==> src/rtl/serial_chunk_adder_pkg.sv <==
// Shared FSM state type for the serial chunk adder.
package serial_chunk_adder_pkg;

  typedef enum logic [1:0] {
    S_IDLE = 2'd0,
    S_RUN  = 2'd1,
    S_DONE = 2'd2
  } state_t;

endpackage

==> src/rtl/serial_chunk_adder_chunk.sv <==
// Combinational ripple of CHUNK full-adder cells; also exposes the carry into the top cell.
module chunk_adder #(
  parameter int CHUNK = 1
) (
  input  logic [CHUNK-1:0] a,
  input  logic [CHUNK-1:0] b,
  input  logic             cin,
  output logic [CHUNK-1:0] s,
  output logic             cout,
  output logic             cmsb
);

  logic [CHUNK:0] c;

  always_comb begin
    c    = '0;
    s    = '0;
    c[0] = cin;
    for (int unsigned i = 0; i < CHUNK; i++) begin
      s[i]   = a[i] ^ b[i] ^ c[i];
      c[i+1] = (a[i] & b[i]) | (a[i] & c[i]) | (b[i] & c[i]);
    end
    cout = c[CHUNK];
    cmsb = c[CHUNK-1];
  end

endmodule

==> src/rtl/serial_chunk_adder.sv <==
// Multi-cycle add/subtract: CHUNK bits per clock through one chunk_adder, carry held in a flop.
module serial_chunk_adder
  import serial_chunk_adder_pkg::*;
#(
  parameter int WIDTH = 8,
  parameter int CHUNK = 1
) (
  input  logic             clk,
  input  logic             reset,
  input  logic             start,
  input  logic             sub,
  input  logic [WIDTH-1:0] a,
  input  logic [WIDTH-1:0] b,
  output logic             busy,
  output logic             done,
  output logic [WIDTH-1:0] sum,
  output logic             carry_out,
  output logic             overflow
);

  localparam int NCHUNK = WIDTH / CHUNK;
  localparam int CW     = (NCHUNK > 1) ? $clog2(NCHUNK) : 1;

  generate
    if (WIDTH < 1 || CHUNK < 1 || (WIDTH % CHUNK) != 0) begin : g_param_check
      $fatal(1, "serial_chunk_adder: CHUNK must divide WIDTH");
    end
  endgenerate

  state_t            state, state_n;
  logic [WIDTH-1:0]  a_sh, b_sh, a_next;
  logic              cy;
  logic [CW-1:0]     count;
  logic              accept, last;
  logic [CHUNK-1:0]  csum;
  logic              ccout, ccmsb;

  chunk_adder #(.CHUNK(CHUNK)) u_chunk (
    .a    (a_sh[CHUNK-1:0]),
    .b    (b_sh[CHUNK-1:0]),
    .cin  (cy),
    .s    (csum),
    .cout (ccout),
    .cmsb (ccmsb)
  );

  // A_sh doubles as the result register: sum chunks enter at the MSB as operand chunks leave the LSB.
  generate
    if (CHUNK == WIDTH) begin : g_full
      assign a_next = csum;
    end else begin : g_part
      assign a_next = {csum, a_sh[WIDTH-1:CHUNK]};
    end
  endgenerate

  always_comb begin
    state_n = state;
    accept  = 1'b0;
    last    = 1'b0;
    case (state)
      S_IDLE: begin
        if (start) begin
          accept  = 1'b1;
          state_n = S_RUN;
        end
      end
      S_RUN: begin
        last = (count == CW'(NCHUNK - 1));
        if (last) state_n = S_DONE;
      end
      S_DONE: begin
        if (start) begin
          accept  = 1'b1;
          state_n = S_RUN;
        end else begin
          state_n = S_IDLE;
        end
      end
      default: state_n = S_IDLE;
    endcase
  end

  assign busy = (state == S_RUN);
  assign done = (state == S_DONE);

  always_ff @(posedge clk or posedge reset) begin
    if (reset) begin
      state     <= S_IDLE;
      a_sh      <= '0;
      b_sh      <= '0;
      cy        <= 1'b0;
      count     <= '0;
      sum       <= '0;
      carry_out <= 1'b0;
      overflow  <= 1'b0;
    end else begin
      state <= state_n;
      if (accept) begin
        a_sh  <= a;
        b_sh  <= sub ? ~b : b;
        cy    <= sub;
        count <= '0;
      end else if (state == S_RUN) begin
        a_sh  <= a_next;
        b_sh  <= b_sh >> CHUNK;
        cy    <= ccout;
        count <= count + 1'b1;
        if (last) begin
          sum       <= a_next;
          carry_out <= ccout;
          overflow  <= ccmsb ^ ccout;
        end
      end
    end
  end

endmodule

==> config.mk <==
export PLATFORM = sky130hd
export DESIGN_NAME = serial_chunk_adder
export DESIGN_NICKNAME = d
export VERILOG_FILES = /design/src/rtl/serial_chunk_adder_pkg.sv /design/src/rtl/serial_chunk_adder_chunk.sv /design/src/rtl/serial_chunk_adder.sv
export SDC_FILE = /design/constraint.sdc
export NUM_CORES = 1
export LEC_CHECK = 0
export CORE_ASPECT_RATIO = 1.1
export CORE_UTILIZATION = 40
export CTS_CLUSTER_SIZE = 12
export DETAILED_ROUTE_END_ITERATION = 10
export PLACE_DENSITY_LB_ADDON = 0.12
export SLEW_MARGIN = 10
export SYNTH_ARGS = -nofsm -noshare
export SYNTH_HDL_FRONTEND = slang
export SYNTH_HIERARCHICAL = 1
export SYNTH_SLANG_ARGS = --single-unit
export TNS_END_PERCENT = 50
==> constraint.sdc <==
create_clock -name clk -period 2.2 [get_ports clk]
set_input_delay 0.44 -clock clk [delete_from_list [all_inputs] [get_ports clk]]
set_output_delay 0.44 -clock clk [all_outputs]
set_load 0.05 [all_outputs]
**Yosys cells after proc, flatten, opt, wreduce, memory -nomap -nowiden**

Cells that the tools add are included.

- Reductions and logical operators: 5
- Shifts and indexed selects: 0
- Div/mod/pow operators: 0
- $lt $le $gt $ge: 0
- Mux-type cells: 16
- Equal/unequal tests: 5
- $add $sub $neg: 1
- Bitwise logic cells: 10
- Multipliers: 0

Operators with widths:

| cell | number |
|---|---|
| two-way mux 8 bit | 5 |
| inverter 8 bit | 1 |
| two-way mux 1 bit | 6 |
| two-way mux 3 bit | 2 |
| case mux 2 bit (3 select lines) | 1 |
| two-way mux 2 bit | 2 |
| adder 3 x 1 -> 3 bit, second input constant | 1 |
| bitwise AND 1 bit | 3 |
| equality test 3 bit, second input constant | 1 |
| AND reduction 3 bit | 1 |
| bitwise XOR 1 bit | 3 |
| equality test 2 x 1 -> 1 bit, second input constant | 1 |
| equality test 2 bit, second input constant | 1 |
| zero test 2 bit | 1 |
| inequality test 2 x 1 -> 1 bit, second input constant | 1 |
| inequality test 2 bit, second input constant | 1 |
| OR 1 bit | 2 |
| AND reduction 2 bit | 1 |
| nonzero test 2 bit | 1 |
| OR reduction 2 bit | 1 |
| inverter 1 bit | 1 |

- Logic and storage cells: 45
- Latch bits: 0
- Bits of input ports: 20
- Bits in read-only memories: 0
- RAM bits: 0
- Bits in registers: 32
- Memories: 0

**Longest topological paths before layout**

Gate-level depths: netlist of run 1.

- Word-level depth: 5
- Depth in mapped cells: 6
- Mapped depth without buffers: 5

**Modules after synthesis**

Netlist of run 1, hierarchy kept.

By module, submodules not included:

| module | times used | cells each | area each (µm²) |
|---|---|---|---|
| serial_chunk_adder | 1 | 115 | 1447.6 |
| chunk_adder | 1 | 2 | 27.5 |

**Worst setup path before layout of run 1**

OpenSTA, ideal clock, no wires.

- Path type: reg2out
- From: register state[0]
- To: output port done
- Arrival time: 1.097 ns
- Cell stages (with the launch flop): 2
- Data required time: 1.760 ns
- Path slack: 0.663 ns
- Path buffers: 0
- Path through: dfrtp_1 > nor2b_1

- Longest elaborated chain between the ends: 1

Ends and longest elaborated chain:

| item | line | RTL |
|---|---|---|
| from (decl) | serial_chunk_adder.sv:30 | `state_t state, state_n;` |
| from (signal assigned) | serial_chunk_adder.sv:97 | `state <= state_n;` |
| equality test 2 bit | serial_chunk_adder.sv:84 | `assign done = (state == S_DONE);` |
| to (decl) | serial_chunk_adder.sv:15 | `output logic done,` |

No other way between the ends.

**Worst setup path in the final report of run 1**

- From: register carry_out
- To: output port carry_out

RTL lines:

| item | line | RTL |
|---|---|---|
| from (decl) | serial_chunk_adder.sv:17 | `output logic carry_out,` |
| from (signal assigned) | serial_chunk_adder.sv:110 | `carry_out <= ccout;` |

No word-level cell between the ends.

==> results of run 1 <==
layer usage:
layer / global-route usage [%] / up-vias / part of all wire [%]
met5: 0 / - / 0
met4: 10.5 / 0 / 2.7
met3: 4.33 / 8 / 3.8
met2: 22.6 / 24 / 45
met1: 20.1 / 446 / 48
li1: - / 470 / -
where the power goes:
| group | leakage [uW] | switching, uW | internal [uW] |
|---|---|---|---|
| combinational | 0.000475 | 808 | 680 |
| sequential | 0.000391 | 172 | 877 |
| clock | 0.0000374 | 187 | 181 |
| total | 0.000903 | 1170 | 1740 |
sequential cells by signal, summed over array words and instances, names as in the netlist:
name / cells
a_sh: 8
b_sh: 8
sum: 8
count: 3
state: 2
carry_out: 1
cy: 1
overflow: 1
cell usage after synthesis:
cell and number:
sky130_fd_sc_hd__nand2_1 8, sky130_fd_sc_hd__o21ai_0 2, sky130_fd_sc_hd__and2b_4 1, sky130_fd_sc_hd__fa_1 1, sky130_fd_sc_hd__inv_1 3, sky130_fd_sc_hd__mux2i_1 7
sky130_fd_sc_hd__a21o_1 8, sky130_fd_sc_hd__xor2_1 7, sky130_fd_sc_hd__dfrtp_1 32, sky130_fd_sc_hd__nand2b_1 1, sky130_fd_sc_hd__a22o_1 11, sky130_fd_sc_hd__nor2_1 1
sky130_fd_sc_hd__a221o_1 1, sky130_fd_sc_hd__nor2_2 1, sky130_fd_sc_hd__buf_2 4, sky130_fd_sc_hd__o21ai_1 7, sky130_fd_sc_hd__buf_4 2, sky130_fd_sc_hd__nor2b_1 2
sky130_fd_sc_hd__xnor2_1 2, sky130_fd_sc_hd__ha_1 2, sky130_fd_sc_hd__buf_6 3, sky130_fd_sc_hd__nand3b_1 1, sky130_fd_sc_hd__mux2_2 9, sky130_fd_sc_hd__mux2_1 1
logic make-up (layout without fill, tap and decap cells):
group	Yosys count	after routing
AO/OA/AOI/OAI	29	29
XOR/XNOR	9	9
adder cells (fa/ha/maj)	3	3
buffers and inverters	12	44
flip-flops	32	32
multiplexers	17	17
AND/OR/NAND/NOR	15	15
final timing paths:
check | startpoint | to | cells past startpoint
worst max-delay path | carry_out$_DFFE_PP0P_ | carry_out | 1
worst min-delay path | reset | sum[6]$_DFFE_PP0P_ | 3
worst max register to register | count[0]$_DFFE_PP0P_ | sum[1]$_DFFE_PP0P_ | 4
worst min register to register | overflow$_DFFE_PP0P_ | overflow$_DFFE_PP0P_ | 2
max in group asynchronous | reset | a_sh[2]$_DFFE_PP0P_ | 3
min in group clk | overflow$_DFFE_PP0P_ | overflow$_DFFE_PP0P_ | 2
worst reg2reg max path: stages, from the launching register on:
cell and delay (ns):
sky130_fd_sc_hd__dfrtp_1 0.40, sky130_fd_sc_hd__ha_1 0.20, sky130_fd_sc_hd__ha_1 0.20, sky130_fd_sc_hd__nand3b_1 0.42, sky130_fd_sc_hd__mux2_2 0.41
layout make-up:
class                           instances  area share, %
Timing Repair Buffer                   34           18.4
Sequential cell                        32           42.7
Multi-Input combinational cell         73           31.7
Tap cell                               48           3.20
Clock buffer                            7           3.47
Inverter                                3          0.600
stage by stage:
stage / hold WS (ns) / setup slack (ns) / utilization, % / area [sq um]
finish: 0.489 / 0.274 / 54.5 / 1880
CTS: 0.496 / 0.0686 / 54.5 / 1870
detailed placement: 0.479 / 0.414 / 52.6 / 1810
global route: 0.523 / 0.221 / 54.5 / 1880
global placement: 0.471 / 0.454 / 52.6 / 1810
floorplan: 0.465 / 0.663 / - / 1480
==> qor.csv, run 1 <==
metric,value,unit
outcome,"complete, no violations",
drt-pass1-iter-count,3,
via_per_inst,4.81,
gpl.final_weighted_congestion,0.720,
floorplan.rows,22,
most_used_cells_in_the_layout_excluding_fill_and_tap_cells,"sky130_fd_sc_hd__dfrtp_1 (32), sky130_fd_sc_hd__clkdlybuf4s50_1 (29), sky130_fd_sc_hd__a22o_1 (11)",
path_max_fanout,2,
io_buffers,31,
dieWidth,59.9,um
hold_class,in2async,
synth.lib_cells_used.distinct,24,
r2r_setup_slack,0.47,ns
unrepaired_setup_endpoints_after_global_routing,no,
finalHoldViolCount,0,
cell_chain_critical_path,clkdlybuf4s50_1,
first_global_vias,972,
fillers,314,
cp-end-kind,output pin,
worst_ep_arrival_time,1.49,ns
drive_gt1_share,14.8,%
wirelength,2550,um
finalWorstPathRequiredPeriod,1.93,ns
fmax,519,MHz
clk_pin_slew_worst_paths,0.09,ns
design.die.area,3930,sq um
cp.buffers_inverters,1,
clock_tree_from_tritoncts,done,
floorplan.io_pins,32,
dp.cells,190,
grt_max_degree,33,
detailroute.via_count,948,
grt.overflow.total,0,
cpMaxStageDelayCell,sky130_fd_sc_hd__clkdlybuf4s50_1,
htreeDepth,2,
syn_area,1480,sq um
place.detailed.hpwl,1730,um
finalSetupViolations,0,
synthesis.area_per_instance,12.6,sq um
synth_mux_area_share,12.4,%
power_density,1550,nW/um^2
dieHeight,65.7,um
post_synth_main_area_contributors,"sky130_fd_sc_hd__dfrtp_1 (54%), sky130_fd_sc_hd__mux2_2 (6.9%), sky130_fd_sc_hd__a22o_1 (6.5%)",
worst_pin_slew,0.568,ns
instances_no_fill,197,
multi_input_area,594,sq um
antenna_found_initial,0,
grt_first_pass_wirelength,4430,um
crit_path_start_kind,register,
cts_sinks,32,
synth_top_cell_area_share,54.3,%
post_synth_fa_ha_maj_area_fraction,3.05,%
clk_latency,0.33,ns
final_common_cell,sky130_fd_sc_hd__dfrtp_1,
ctsResizeCount,0,
critical_path.top_delay_family,buffers and inverters,
cts_buffers,5,
finalCritPeriodShare,87.6,%
synth-simple-area-share,5.17,%
layout.area.seq,801,sq um
synth-seq-cells,32,
initial_core_util,42.9,%
skew,0.00363,ns
drt-wirelength-per-cell,13.0,um
cp_slowest_stage_delay,0.80,ns
flow.area_growth_from_synthesis,27.2,%
syn-num-nets,140,
vdd_drop_max,0.000704,V
cts-root-to-sink-buffers,2,
yosysSeqAreaShare,54.3,%
hold_buf_cts,0,
drv_slew,0,
postCtsSetupBuffers,0,
leakage,0.000903,uW
cts_root_buffer,sky130_fd_sc_hd__clkbuf_4,
ant_nets,0,
synth_xor_area_share,5.34,%
detailedRoute.firstIterationViolations,15,
yosys_warnings,6,
synth-compound-area-share,14.3,%
groute.usage.overall,15.6,%
drv.max_cap_violation_count,0,
path_class,reg2out,
largest_family_of_logic_cells_by_synthesized_area,compound AO/OA/AOI/OAI gates,
tns,0,ns
synthesis.instances,117,
slew_headroom,62.0,%
power,2900,uW
antenna-diode-count,0,
remaining_drc_errors,0,
design.final.nets,172,
netlist.top_cell.by_area,sky130_fd_sc_hd__dfrtp_1,
worst_ep_required_time,1.76,ns
core_region_area,3440,sq um
(Power assumes the default switching activity.)
==> run 2: changes to the inputs <==
==> constraint.sdc (replaced) <==
create_clock -name clk -period 1.5 [get_ports clk]
set_input_delay 0.3 -clock clk [delete_from_list [all_inputs] [get_ports clk]]
set_output_delay 0.3 -clock clk [all_outputs]
set_load 0.05 [all_outputs]
==> qor.csv, run 2 (synthesized netlist as in run 1, its figures left out) <==
metric,value,unit
outcome,finished with violations,
violations_in_the_final_reports,negative setup slack,
floorplan.io_pins,32,
detailedRoute.firstIterationViolations,25,
slew_headroom,76.5,%
first_global_vias,1062,
leakage,0.00107,uW
path_max_fanout,3,
clk_pin_slew_worst_paths,0.10,ns
place.detailed.hpwl,1870,um
crit_path_start_kind,register,
finalSetupViolations,4,
clk_latency,0.32,ns
antenna_found_initial,0,
design.final.nets,184,
finalCritPeriodShare,102,%
hold_class,in2async,
final_common_cell,sky130_fd_sc_hd__dfrtp_1,
initial_core_util,42.9,%
detailroute.via_count,1017,
worst_ep_arrival_time,1.23,ns
fillers,275,
drv_slew,0,
finalWorstSetupSlack,-0.0260,ns
remaining_drc_errors,0,
cts-root-to-sink-buffers,2,
hold_buf_cts,0,
ant_nets,0,
most_used_cells_in_the_layout_excluding_fill_and_tap_cells,"sky130_fd_sc_hd__dfrtp_1 (32), sky130_fd_sc_hd__clkdlybuf4s50_1 (19), sky130_fd_sc_hd__buf_12 (15)",
via_per_inst,4.84,
antenna-diode-count,0,
groute.usage.overall,17.7,%
io_buffers,31,
flow.area_growth_from_synthesis,49.8,%
reg_top3,"a_sh x8, b_sh x8, sum x8",
htreeDepth,2,
worst_ep_required_time,1.20,ns
grt_max_degree,33,
skew,0.00835,ns
drt-wirelength-per-cell,13.8,um
worst_pin_slew,0.351,ns
gpl.final_weighted_congestion,0.705,
wirelength,2900,um
dieWidth,59.9,um
unrepaired_setup_endpoints_after_global_routing,yes,
drive_gt1_share,31.5,%
cts_root_buffer,sky130_fd_sc_hd__clkbuf_4,
finalWorstPathRequiredPeriod,1.53,ns
cts_buffers,5,
cts_sinks,32,
stdcell_area,2210,sq um
grt_first_pass_wirelength,5000,um
dieHeight,65.7,um
clock_tree_from_tritoncts,done,
core_region_area,3440,sq um
cp-end-kind,output pin,
power,5330,uW
drt-pass1-iter-count,6,
design.die.area,3930,sq um
pre_cts_ws,-0.0894,ns
drv.max_cap_violation_count,0,
floorplan.rows,22,
power_density,2410,nW/um^2
path_class,reg2out,
tns,-0.0611,ns
fmax,655,MHz
vdd_drop_max,0.00106,V
finalHoldViolCount,0,
detailed_place.area,2000,sq um
grt.overflow.total,0,
-- run 2: metrics by stage --
step,util (%),std cells,hold WS (ns)
after global placement,58.1,194,0.486
after global routing,64.2,210,0.313
final,64.2,210,0.319
after detailed placement,58.1,194,0.490
after floorplan,-,117,0.416
after CTS,64.2,210,0.313
-- run 2: final timing paths --
path                                      start                  end  slack [ns]  depth (start not counted)
max                        state[1]$_DFFE_PP0P_                 busy       -0.03                          3
min                                       reset  a_sh[6]$_DFFE_PP0P_        0.32                          3
max reg2reg                count[0]$_DFFE_PP0P_   sum[0]$_DFFE_PP0P_       -0.01                          6
min reg2reg                 a_sh[1]$_DFFE_PP0P_  a_sh[1]$_DFFE_PP0P_        0.52                          1
max in group asynchronous                 reset  b_sh[2]$_DFFE_PP0P_        1.01                          3
min in group clk            a_sh[1]$_DFFE_PP0P_  a_sh[1]$_DFFE_PP0P_        0.52                          1
-- run 2: cell type report --
type	count	area (sq um)	area share (%)
clock buffers	7	65.1	2.94
clock inverters	1	30.0	1.36
inverters	3	11.3	0.510
multi-input cells	73	654	29.6
flip-flops and latches	32	801	36.2
well taps	48	60.1	2.72
repair buffers	46	588	26.6
-- run 2: routing by layer --
metal  vias to the layer above  track usage, %  share of wire (%)
li1                        494               -                  -
met1                       490            23.6                 45
met2                        31            27.1                 50
met3                         2            3.54                4.7
met4                         0            9.01               0.79
met5                         -               0                  0
-- run 2: critical path: stages (launching register included) --
cell                      delay [ns]
sky130_fd_sc_hd__dfrtp_1        0.40
sky130_fd_sc_hd__and2b_4        0.28
sky130_fd_sc_hd__buf_12         0.11
sky130_fd_sc_hd__buf_12         0.12
-- run 2: timing repair --
item	CTS	global route
endpoints found under the setup margin	10	14
gates cloned	1	0
resized for setup	11	8
pin swaps	1	1
buffers inserted	7	2
-- run 2: where the power goes --
group | switching (uW) | total (uW) | internal, uW
clock network | 286 | 729 | 443
logic | 1310 | 2950 | 1640
registers | 362 | 1650 | 1290
